--- config.mk ---
export PLATFORM = sky130hd
export DESIGN_NAME = axi_sram_slave
export DESIGN_NICKNAME = d
export VERILOG_FILES = /design/src/rtl/axi_sram_slave.sv
export SDC_FILE = /design/constraint.sdc
export NUM_CORES = 1
export LEC_CHECK = 0
export ABC_AREA = 1
export CELL_PAD_IN_SITES_DETAIL_PLACEMENT = 1
export CELL_PAD_IN_SITES_GLOBAL_PLACEMENT = 2
export CORE_ASPECT_RATIO = 2
export CORE_MARGIN = 2
export CORE_UTILIZATION = 20
export DETAILED_ROUTE_END_ITERATION = 10
export PLACE_DENSITY = 0.94
export SYNTH_ARGS = -nofsm -noshare
export SYNTH_HDL_FRONTEND = slang
export SYNTH_SLANG_ARGS = --single-unit
--- constraint.sdc ---
create_clock -name clk -period 3.6 [get_ports clk]
set_clock_uncertainty 0.15 [all_clocks]
set_input_delay 0.54 -clock clk [delete_from_list [all_inputs] [get_ports clk]]
set_output_delay 0.54 -clock clk [all_outputs]
set_load 0.01 [all_outputs]
--- src/rtl/axi_sram_slave.sv ---
// axi_sram_slave: AXI4 burst slave serving INCR read/write bursts from a single-port synchronous SRAM.
// Optional SRAM_SLV_ERR_EN: unaligned or non-INCR bursts are sequenced without SRAM access and answered SLVERR.
module axi_sram_slave #(
  parameter int SRAM_AW = 14,
  parameter int MAX_LEN = 16,
  parameter int ID_W = 4
) (
  input  logic               clk,
  input  logic               rstn,
  input  logic [ID_W-1:0]    awid,
  input  logic [31:0]        awaddr,
  input  logic [3:0]         awlen,
  input  logic [2:0]         awsize,
  input  logic [1:0]         awburst,
  input  logic               awvalid,
  output logic               awready,
  input  logic [31:0]        wdata,
  input  logic [3:0]         wstrb,
  input  logic               wlast,
  input  logic               wvalid,
  output logic               wready,
  output logic [ID_W-1:0]    bid,
  output logic [1:0]         bresp,
  output logic               bvalid,
  input  logic               bready,
  input  logic [ID_W-1:0]    arid,
  input  logic [31:0]        araddr,
  input  logic [3:0]         arlen,
  input  logic [2:0]         arsize,
  input  logic [1:0]         arburst,
  input  logic               arvalid,
  output logic               arready,
  output logic [ID_W-1:0]    rid,
  output logic [31:0]        rdata,
  output logic [1:0]         rresp,
  output logic               rlast,
  output logic               rvalid,
  input  logic               rready,
  output logic               sram_cs,
  output logic               sram_oe,
  output logic [3:0]         sram_web,
  output logic [SRAM_AW-1:0] sram_a,
  output logic [31:0]        sram_di,
  input  logic [31:0]        sram_do
);
  localparam int CW = $clog2(MAX_LEN);
  typedef enum logic [1:0] {IDLE, RD, WR, WRESP} state_t;
  state_t state;
  logic [SRAM_AW-1:0] addr;
  logic [CW-1:0] beat, len;
  logic [31:0] rd_hold;
  logic err, rd_fresh;
  logic aw_hs, ar_hs, w_hs, r_hs, b_hs, last, rd_issue, wr_issue, aw_err, ar_err;
  logic unused_ok;
  assign unused_ok = ^{awsize, arsize, wlast, awburst, arburst, awaddr[31:SRAM_AW+2], awaddr[1:0],
                       araddr[31:SRAM_AW+2], araddr[1:0]};
`ifdef SRAM_SLV_ERR_EN
  assign aw_err = awaddr[1:0] != 2'b00 || awburst != 2'b01;
  assign ar_err = araddr[1:0] != 2'b00 || arburst != 2'b01;
`else
  assign aw_err = 1'b0;
  assign ar_err = 1'b0;
`endif
  // readies are gated by rstn so they read 0 while reset is held
  assign awready = rstn && state == IDLE;
  assign arready = rstn && state == IDLE && !awvalid;
  assign wready = state == WR;
  assign aw_hs = awvalid && awready;
  assign ar_hs = arvalid && arready;
  assign w_hs = wvalid && wready;
  assign r_hs = rvalid && rready;
  assign b_hs = bvalid && bready;
  assign last = beat == len;
  assign rlast = rvalid && last;
  assign rd_issue = (ar_hs && !ar_err) || (r_hs && !last && !err);
  assign wr_issue = w_hs && !err;
  assign sram_cs = rd_issue || wr_issue;
  assign sram_oe = rd_issue;
  assign sram_web = wr_issue ? ~wstrb : 4'hF;
  assign sram_di = wr_issue ? wdata : '0;
  assign sram_a = ar_hs ? araddr[SRAM_AW+1:2] : (rd_issue ? addr + SRAM_AW'(1) : addr);
  // SRAM output is only trusted the cycle after a read; a stalled beat is replayed from rd_hold
  assign rdata = err ? '0 : (rd_fresh ? sram_do : rd_hold);
  assign rresp = (rvalid && err) ? 2'b10 : 2'b00;
  assign bresp = (bvalid && err) ? 2'b10 : 2'b00;
  always_ff @(posedge clk or negedge rstn)
    if (!rstn) begin
      state <= IDLE;
      addr <= '0;
      beat <= '0;
      len <= '0;
      err <= 1'b0;
      rd_fresh <= 1'b0;
      rd_hold <= '0;
      rvalid <= 1'b0;
      bvalid <= 1'b0;
      rid <= '0;
      bid <= '0;
    end else begin
      rd_fresh <= rd_issue;
      rd_hold <= rdata;
      case (state)
        IDLE:
          if (aw_hs) begin
            state <= WR;
            bid <= awid;
            addr <= awaddr[SRAM_AW+1:2];
            len <= CW'(awlen);
            beat <= '0;
            err <= aw_err;
          end else if (ar_hs) begin
            state <= RD;
            rid <= arid;
            addr <= araddr[SRAM_AW+1:2];
            len <= CW'(arlen);
            beat <= '0;
            err <= ar_err;
            rvalid <= 1'b1;
          end
        RD:
          if (r_hs) begin
            addr <= addr + SRAM_AW'(1);
            beat <= beat + CW'(1);
            if (last) begin
              state <= IDLE;
              rvalid <= 1'b0;
            end
          end
        WR:
          if (w_hs) begin
            addr <= addr + SRAM_AW'(1);
            beat <= beat + CW'(1);
            if (last) begin
              state <= WRESP;
              bvalid <= 1'b1;
            end
          end
        WRESP:
          if (b_hs) begin
            state <= IDLE;
            bvalid <= 1'b0;
          end
        default: state <= IDLE;
      endcase
    end
endmodule

# [After elaboration in Yosys (flattened, before gate mapping)]
# Cells that the tools add are included.
[totals] inputBits=166 word_cells=96 reg_bits=68 output_inout_bits=102
[classes] addsub=2 eq_ne=12 n_mux=39 bitwise_logic=2 reduce_logical=30
[op_table] operator="$mux W32" n=3
[op_table] operator="$mux W14" n=6
[op_table] operator="$pmux W14 S3" n=1
[op_table] operator="$mux W4" n=7
[op_table] operator="$mux W2" n=9
[op_table] operator="$add A14 B1 Y14 const B" n=1
[op_table] operator="$logic_and A1 B1 Y1" n=13
[op_table] operator="$pmux W4 S3" n=1
[op_table] operator="$ne A2 B2 Y1 const B" n=5
[op_table] operator="$mux W1" n=9
[op_table] operator="$pmux W2 S4" n=1
[op_table] operator="$reduce_and A4 Y1" n=2
[op_table] operator="$reduce_and A6 Y1" n=1
[op_table] operator="$reduce_bool A2 Y1" n=3
[op_table] operator="$reduce_and A5 Y1" n=1
[op_table] operator="$add A4 B1 Y4 const B" n=1
[op_table] operator="$eq A2 B2 Y1 const B" n=2
[op_table] operator="$eq A4 B4 Y1" n=1
[op_table] operator="$ne A2 B1 Y1 const B" n=2
[op_table] operator="$not A4 Y4" n=1
[op_table] operator="$pmux W1 S2" n=2
[op_table] operator="$reduce_and A2 Y1" n=2
[op_table] operator="$logic_not A1 Y1" n=3
[op_table] operator="$ne A3 B3 Y1 const B" n=1
[op_table] operator="other kinds (6)" n=7

# [Depth between registers and ports, before layout]
# Gate-level depths: netlist of run 1.
[logic_depth] word_depth=7 mapped_depth=11 ltp_nobuf=11

# [Worst setup path after synthesis of run 1]
# No wires, ideal clock.
[synth_timing] path_type="register to output" from="register state[0]" to="output sram_a[6]" path_slack_ns=1.326 required_ns=2.910 path_stages_with_launch=10 arrival_ns=1.584 cell_sequence="dfrtp_1 -> inv_1 -> ha_1 -> nand2_2 -> nor2_2 -> nand2_2 -> buf_2 -> nand3_1 -> nand2_1 -> nor2_1"
[synth_between] elab_chain_len=7
[synth_rtl] item="from (decl)" line_no="48" source="state_t state;"
[synth_rtl] item="from (signal assigned)" line_no="88" source="state <= IDLE;"
[synth_rtl] item="from (signal assigned)" line_no="105" source="state <= WR;"
[synth_rtl] item="from (signal assigned)" line_no="112" source="state <= RD;"
[synth_rtl] item="$logic_not A2 Y1 *" line_no="66" source="assign arready = rstn && state == IDLE && !awvalid;"
[synth_rtl] item="$logic_and A1 B1 Y1 * (2 in a row)" line_no="66"
[synth_rtl] item="net arready" line_no="32" source="output logic arready,"
[synth_rtl] item="$logic_and A1 B1 Y1 *" line_no="69" source="assign ar_hs = arvalid && arready;"
[synth_rtl] item="$logic_or A1 B1 Y1" line_no="75" source="assign rd_issue = (ar_hs && !ar_err) || (r_hs && !last && !err);"
[synth_rtl] item="$mux W14" line_no="81" source="assign sram_a = ar_hs ? araddr[SRAM_AW+1:2] : (rd_issue ? addr + SRAM_AW'(1) : addr);"
[synth_rtl] item="$mux W14 *" line_no="81"
[synth_rtl] item="to (decl)" line_no="42" source="output logic [SRAM_AW-1:0] sram_a,"
# Mark *: on every way through the listed nets, which the timed path passes. The rest lies on a longest branch.

# [Worst setup path after layout of run 1]
[layout_timing] from="register state[0]" to="output sram_a[1]"
[layout_between] elab_chain_len=7
[layout_rtl] item="$logic_not A2 Y1 *" line_no="66"
[layout_rtl] item="$logic_and A1 B1 Y1 * (2 in a row)" line_no="66"
[layout_rtl] item="$logic_and A1 B1 Y1 *" line_no="69"
[layout_rtl] item="$logic_or A1 B1 Y1" line_no="75"
[layout_rtl] item="$mux W14" line_no="81"
[layout_rtl] item="$mux W14 *" line_no="81"
# Mark *: on every way between the ends. The rest lies on a longest branch, timed or not.

==> results of run 1 <==
[logic make-up (layout without fill, tap and decap cells)]
logic type / after synthesis / in the layout
AOI/OAI and AO/OA: 35 / 35
xor gates and xnor gates: 12 / 12
adders and majority gates: 7 / 7
buffers and inverters: 89 / 310
DFF: 67 / 67
muxes: 32 / 32
other: 1 / 4
and+or+nand+nor: 291 / 291
[Yosys cell counts]
library cell | instances | area, um2
clkbuf_1 | 5 | 18.8
nand2_1 | 169 | 634
nor3b_1 | 1 | 7.51
xor2_1 | 6 | 52.6
inv_2 | 8 | 30.0
nand3_2 | 1 | 10.0
nand2_4 | 2 | 22.5
buf_4 | 6 | 45.0
ha_1 | 7 | 87.6
and2_4 | 1 | 8.76
o21ai_1 | 12 | 60.1
nand4_1 | 1 | 6.26
a21oi_4 | 1 | 16.3
nand2_2 | 5 | 31.3
buf_2 | 7 | 35.0
mux2_2 | 32 | 360
inv_4 | 1 | 6.26
o21ai_2 | 1 | 8.76
conb_1 | 1 | 3.75
or2_0 | 5 | 31.3
o31ai_1 | 1 | 7.51
o21ai_0 | 6 | 30.0
nand2_8 | 1 | 20.0
nor2_2 | 3 | 18.8
buf_6 | 2 | 22.5
o211ai_1 | 8 | 60.1
dfrtp_1 | 67 | 1680
nor2_1 | 68 | 255
nor2_8 | 1 | 20.0
nand3_4 | 1 | 17.5
a21oi_2 | 1 | 8.76
a21oi_1 | 1 | 5.00
inv_1 | 60 | 225
xnor2_1 | 6 | 52.6
o21bai_1 | 4 | 30.0
nand3_1 | 32 | 160
[timing repair]
action,4_1_cts,5_1_grt
endpoints found under the setup margin,0,15
hold endpoints to repair,0,0
setup buffers,0,1
hold buffers,0,0
gates resized for setup,0,4
[flip-flops by register name, summed over array words and instances, names as in the netlist, 2 cells and up]
register  cells
bid           4
beat          4
state         2
rd_hold      32
rid           4
addr         14
len           4
[layout make-up]
cell class	count	share of cell area, %
clock buffers	11	3.40
clock inverters	5	1.13
inverters	69	3.85
multi-input cells	381	29.8
flip-flops and latches	67	24.5
well taps	266	4.86
repair buffers	225	32.5
[worst paths after layout]
check	from	endpoint	slack [ns]	cells past startpoint
worst max-delay path	state[0]	sram_a[1]	0.25	10
worst min-delay path	rstn	rd_hold[15]	0.29	2
worst max register to register	state[0]	addr[6]	1.29	10
worst min register to register	bid[1]	bid[1]	0.33	2
max in group asynchronous	rstn	bid[1]	2.39	2
min in group clk	bid[1]	bid[1]	0.33	2
[stage by stage]
stage	instance area (um2)	std cells	hold slack (ns)	utilization (%)	total power, mW
6_report	6850	1024	0.289	33.8	5.64
2_1_floorplan	4100	537	0.0944	-	3.19
3_3_place_gp	6530	1007	0.313	32.2	4.67
3_5_place_dp	6530	1007	0.327	32.2	4.77
5_1_grt	6850	1024	0.366	33.8	6.10
4_1_cts	6840	1023	0.341	33.7	5.74
[power groups by stage]
| stage | Sequential (mW) | Clock [mW] | Combinational (mW) |
|---|---|---|---|
| floorplan | 1.34 | 0 | 1.85 |
| global placement | 1.38 | 0 | 3.30 |
| detailed placement | 1.40 | 0 | 3.37 |
| CTS | 1.39 | 0.961 | 3.39 |
| global route | 1.44 | 0.989 | 3.67 |
| finish | 1.39 | 0.932 | 3.32 |
[per-layer routing]
metal / global-route usage (%) / vias to the layer above / share of wire, %
met4: 6.62 / 0 / 2.7
met5: 0 / - / 0
met3: 2.55 / 21 / 3.7
li1: - / 2073 / -
met1: 15.3 / 2021 / 37
met2: 28.4 / 107 / 57
[worst max-delay path: stages (launching register included)]
cell and delay (ns):
dfrtp_1 0.43, inv_1 0.11, ha_2 0.28, nand2_2 0.09, nor2_2 0.12, nand2_2 0.11
buf_4 0.19, nand3_4 0.16, o21ai_0 0.09, nor2_1 0.16, clkdlybuf4s50_1 0.57
==> out/results.md, run 1 <==
## Run status
- **status** finished, final reports clean

## Clock tree
- **maximum level of the CTS H-tree** 3
- **buffer type at the clock tree root** clkbuf_16
- **Clock Tree Buf Depth** 2
- **number of buffers added by the clock tree synthesis step** 9
- **clock latency reported for the late side of the worst-skew pair** 0.33 ns
- **clock tree from TritonCTS** built
- **Clock Pin Slew Worst Setup and Hold Paths** 0.06 ns
- **TritonCTS sink count** 67

## STA
- **Final min period** 3.35 ns
- **fin worst setup slack** 0.249 ns
- **Final Hold Viols** 0
- **Worst slew margin** 38.9%
- **aggregate negative setup slack** 0 ns
- **number of setup violations in the final report** 0
- **fmax** 298 MHz
- **period utilisation layout** 93.1%
- **final max-slew violation count** 0
- **slew at the pin closest to its max-slew limit** 0.917 ns
- **RSZ-0062 raised after global routing** no

## Power and ir drop
- **net switching component of the power** 2.31 mW
- **Power per Cell Area** 823 nW/um2
- **sequential share of power** 24.6%
- **share of total power consumed by net switching** 40.9%
- **Leakage Power** 3.13 nW
- **power share of the clock group** 16.5%
- **Peak VDD IR** 290 uV
- **combinational power share** 58.9%
- **cell internal power dissipation** 3.33 mW

## Synthesis
- **combined area of all synthesized cells** 4090 um2
- **Unique masters post-synth** 36
- **post-synthesis compound-gate area fraction** 5.54%
- **combinational family with the most area after synthesis** simple AND/OR/NAND/NOR gates
- **post-synthesis share of cell area spent on and, or, nand and nor gates** 30.4%
- **sequential element share of the synthesized area** 41.0%
- **share of cell area taken by muxes after synthesis** 8.82%
- **Post-Synthesis Mean Instance Area** 7.65 um2
- **number of register bits inferred by synthesis** 67
- **number of warnings issued by yosys** 0
- **synthesized instance count** 534
- **XOR/XNOR Fraction of Synth Area** 2.57%
- **Adder-Cell Fraction of Synth Area** 2.14%

## Detailed routing
- **post-route antenna net violation count** 0
- **total detailed-routing wirelength** 16000 um
- **wire per inst** 15.7 um
- **Detailed Routing Iterations Pass 1** 4
- **number of DRC markers in iteration 0** 133
- **DR vias** 4222
- **vias per cell** 4.12
- **Remaining DRCs** 0

## Floorplanning
- **Die Outline Area** 21700 um2
- **Die Ht** 206 um
- **number of rows created at floorplan** 74
- **Core Footprint** 20300 um2
- **Top-Level Pins** 268
- **initial core utilization** 20.2%
- **width of the die** 105 um

## Layout
- **footprint of the flip-flops and latches** 1680 um2
- **most common library cell in the layout ignoring fill and taps** clkdlybuf4s50_1
- **layout cells sized above 1** 11.2%
- **combined area of the multi-input logic cells** 2040 um2
- **Area growth syn-to-layout** 67.7%
- **Layout fillers** 2402
- **Antenna Diode Count** 0
- **fin nets** 926
- **commonest non-fill, non-tap cells in the layout** 215 x clkdlybuf4s50_1, 168 x nand2_1, 68 x nor2_1

## Global routing
- **via count of the first global-routing pass** 4584
- **antenna violations before repair** 0
- **overall overflow remaining after global route** 0
- **first-pass GRT wire length** 24700 um
- **Tot GR Track Use** 14.7%
- **pin count of the biggest net entering global routing** 68

## Critical path
- **CP required** 2.91 ns
- **critical path class** flip-flop to output pin
- **Critical Path AT** 2.66 ns
- **type of element capturing the critical path** output pin
- **largest driver fanout on the critical path** 9
- **element type at the critical path start** flip-flop

## Placed design
- **Port Buf Inserts** 216
- **pre-CTS WS** 0.329 ns
- **routability congestion estimate from global placement** 0.789
- **Final HPWL DP** 13000 um

## Hold path
- **Min-Delay Path Class** input pin to async pin

## Flow run
- **max_cap viols** 0

Note: power is estimated with default switching activity, not from simulation.
==> run 2, diff against run 1 <==
--- a/config.mk
+++ b/config.mk
@@ -15,2 +15,3 @@
 export PLACE_DENSITY = 0.94
+export SLEW_MARGIN = 20
 export SYNTH_ARGS = -nofsm -noshare
--- a/constraint.sdc
+++ b/constraint.sdc
@@ -4,2 +4,2 @@
 set_output_delay 0.54 -clock clk [all_outputs]
-set_load 0.01 [all_outputs]
+set_load 0.02 [all_outputs]
==> run 2 against run 1 <==
Against the previous run: setup slack got worse by 0.047 ns; first-iteration DRC count fell by 26%; final cell count stayed put; non-clock buffer count unchanged; via count is 0.24% higher; sequential power hardly changed; utilization decreased by 0.086 points; register-to-register slack worse by 0.02 ns; fmax down 1.4%; clock power is 0.4% higher; critical path type unchanged.
==> out/results.md, run 2 (synthesis gave the netlist of run 1 again) <==
## STA
- **slew at the pin closest to its max-slew limit** 0.901 ns, -0.0154 ns
- **final max-slew violation count** 0, unchanged
- **number of setup violations in the final report** 0, unchanged
- **Final Hold Viols** 0, unchanged
- **period utilisation layout** 94.4%, +1.3 points
- **aggregate negative setup slack** 0 ns, unchanged
- **Worst slew margin** 39.9%, +1.0 points
- **Final min period** 3.40 ns, +0.0475 ns
- **RSZ-0062 raised after global routing** no
- **fmax** 294 MHz, -1.4%

## Critical path
- **sequence of cells on the critical path** inv_1 -> ha_1 -> nand2_2 -> nor2_2 -> nand2_2 -> buf_4 -> or2_0 -> nand2_1 -> nor2_1 -> clkdlybuf4s50_1
- **CP required** 2.91 ns, about the same
- **biggest cell delay along the critical path** 0.54 ns, -0.03 ns
- **Critical Path AT** 2.71 ns, +0.05 ns
- **critical path class** flip-flop to output pin
- **element type at the critical path start** flip-flop
- **worst-path cell with the longest stage delay** clkdlybuf4s50_1
- **largest driver fanout on the critical path** 8, -1
- **logic depth of the worst register-to-register path** 10, unchanged
- **type of element capturing the critical path** output pin
- **Most common cell on crit path** nand2_2

## Detailed routing
- **vias per cell** 4.13, +0.24%
- **wire per inst** 16.0 um, +2.0%
- **number of DRC markers in iteration 0** 99, -26%
- **post-route antenna net violation count** 0, unchanged
- **Remaining DRCs** 0, unchanged
- **Detailed Routing Iterations Pass 1** 4, unchanged
- **DR vias** 4232, +0.24%
- **total detailed-routing wirelength** 16400 um, +2.0%

## Run status
- **status** finished, final reports clean

## Global routing
- **first-pass GRT wire length** 24700 um, about the same
- **antenna violations before repair** 0, unchanged
- **busiest layer in global routing** met2
- **via count of the first global-routing pass** 4567, -0.37%
- **grt met2 use** 30.0%, +1.6 points
- **Tot GR Track Use** 14.9%, +0.15 points
- **pin count of the biggest net entering global routing** 68, unchanged
- **global routing met3 resource utilization** 2.40%, -0.16 points
- **overall overflow remaining after global route** 0, unchanged
- **met1 global-route usage** 14.3%, -0.99 points

## Clock tree
- **Clock Tree Buf Depth** 2, unchanged
- **number of buffers added by the clock tree synthesis step** 9, unchanged
- **Post-CTS Setup Bufs** 0, unchanged
- **clock tree from TritonCTS** built
- **maximum level of the CTS H-tree** 3, unchanged
- **clock latency reported for the late side of the worst-skew pair** 0.34 ns, about the same
- **Clock Pin Slew Worst Setup and Hold Paths** 0.06 ns, about the same
- **buffer type at the clock tree root** clkbuf_16
- **TritonCTS sink count** 67, unchanged

## Floorplanning
- **initial core utilization** 20.2%, unchanged
- **Die Ht** 206 um, unchanged
- **number of rows created at floorplan** 74, unchanged
- **width of the die** 105 um, unchanged
- **Die Outline Area** 21700 um2, unchanged
- **Core Footprint** 20300 um2, unchanged
- **Top-Level Pins** 268, unchanged

## Layout
- **Biggest register** rd_hold
- **most common library cell in the layout ignoring fill and taps** clkdlybuf4s50_1
- **Area growth syn-to-layout** 67.3%
- **layout cells sized above 1** 11.7%, +0.53 points
- **footprint of the flip-flops and latches** 1680 um2, unchanged
- **Largest regs** rd_hold (32), addr (14)
- **Antenna Diode Count** 0, unchanged
- **Largest register FFs** 32, unchanged
- **commonest non-fill, non-tap cells in the layout** 208 x clkdlybuf4s50_1, 169 x nand2_1, 68 x nor2_1
- **fin nets** 926, unchanged
- **Layout fillers** 2367, -1.5%
- **combined area of the multi-input logic cells** 2040 um2, -0.25%

## Placed design
- **routability congestion estimate from global placement** 0.840, +6.5%
- **Final HPWL DP** 13300 um, +2.3%
- **Port Buf Inserts** 216, unchanged

## Power and ir drop
- **Peak VDD IR** 306 uV, +5.5%
- **Power per Cell Area** 877 nW/um2, +6.6%
- **Leakage Power** 3.15 nW, +0.64%
- **total power** 6.00 mW, +6.3%

## Flow run
- **max_cap viols** 0, unchanged

## Hold path
- **Min-Delay Path Class** input pin to async pin

==> run 2: changes by cell type in the layout (fill, tap and decap cells not counted), sizes merged <==
cell           previous run  this run
clkdlybuf4s50           215       208
buf                      10        16
dlymetal6s2s              0         1
==> run 2: repair_timing <==
action	CTS	global route
gates resized for setup	0	3
endpoints found under the setup margin	0	2
hold buffers	0	0
endpoints found under the hold margin	0	0
==> run 2: metrics by stage <==
stage / utilization (%) / std cells / setup WS [ns] / hold slack, ns / area (um2)
after floorplan: - / 537 / 1.09 / 0.0944 / 4100
after global placement: 32.2 / 1008 / 0.325 / 0.313 / 6520
after detailed placement: 32.2 / 1008 / 0.312 / 0.315 / 6520
after CTS: 33.7 / 1024 / 0.109 / 0.330 / 6830
after global routing: 33.7 / 1024 / 0.00285 / 0.353 / 6840
final: 33.7 / 1024 / 0.201 / 0.287 / 6840
==> run 2: metal layers <==
layer / vias up / routed length (um)
met3: 19 / 599
met5: - / 0
li1: 2073 / -
met2: 110 / 9560
met4: 0 / 469
met1: 2030 / 5720
==> run 2: path summary, 6_finish.rpt <==
| path | start | end | slack, ns |
|---|---|---|---|
| max reg2reg | state[0] | addr[6] | 1.27 |
| min | rstn | rd_hold[17] | 0.29 |
| min reg2reg | bid[0] | bid[0] | 0.33 |
| max | state[0] | sram_a[8] | 0.20 |
| max in group asynchronous | rstn | addr[8] | 2.41 |
| min in group clk | bid[0] | bid[0] | 0.33 |
==> run 2: report_power, final <==
group / leakage [nW] / total (mW) / switching, mW / internal [mW]
logic: 2.19 / 3.67 / 2.10 / 1.57
registers: 0.815 / 1.39 / 0.250 / 1.14
clock network: 0.150 / 0.936 / 0.332 / 0.604
==> run 2: critical path, delay by kind of cell (launching register included) <==
family / cells / cell delay (ns)
adders and majority gates: 1 / 0.34
and+or+nand+nor: 6 / 0.74
buffers and inverters: 3 / 0.88
DFF: 1 / 0.43
==> run 2: layout make-up <==
cell class                 instances  share of cell area, %
sequential                        67                   24.5
clock buffer                      11                   3.40
clock inverter                     5                   1.13
multi-input combinational        381                   29.8
timing repair buffer             225                   32.4
inverter                          69                   3.86
tap                              266                   4.87
==> run 3, diff against run 2 <==
- ABC_CLOCK_PERIOD_IN_PS: not set -> 3600
==> results of run 3 <==
No change in the layout: final DEF, timing and power equal those of run 2.
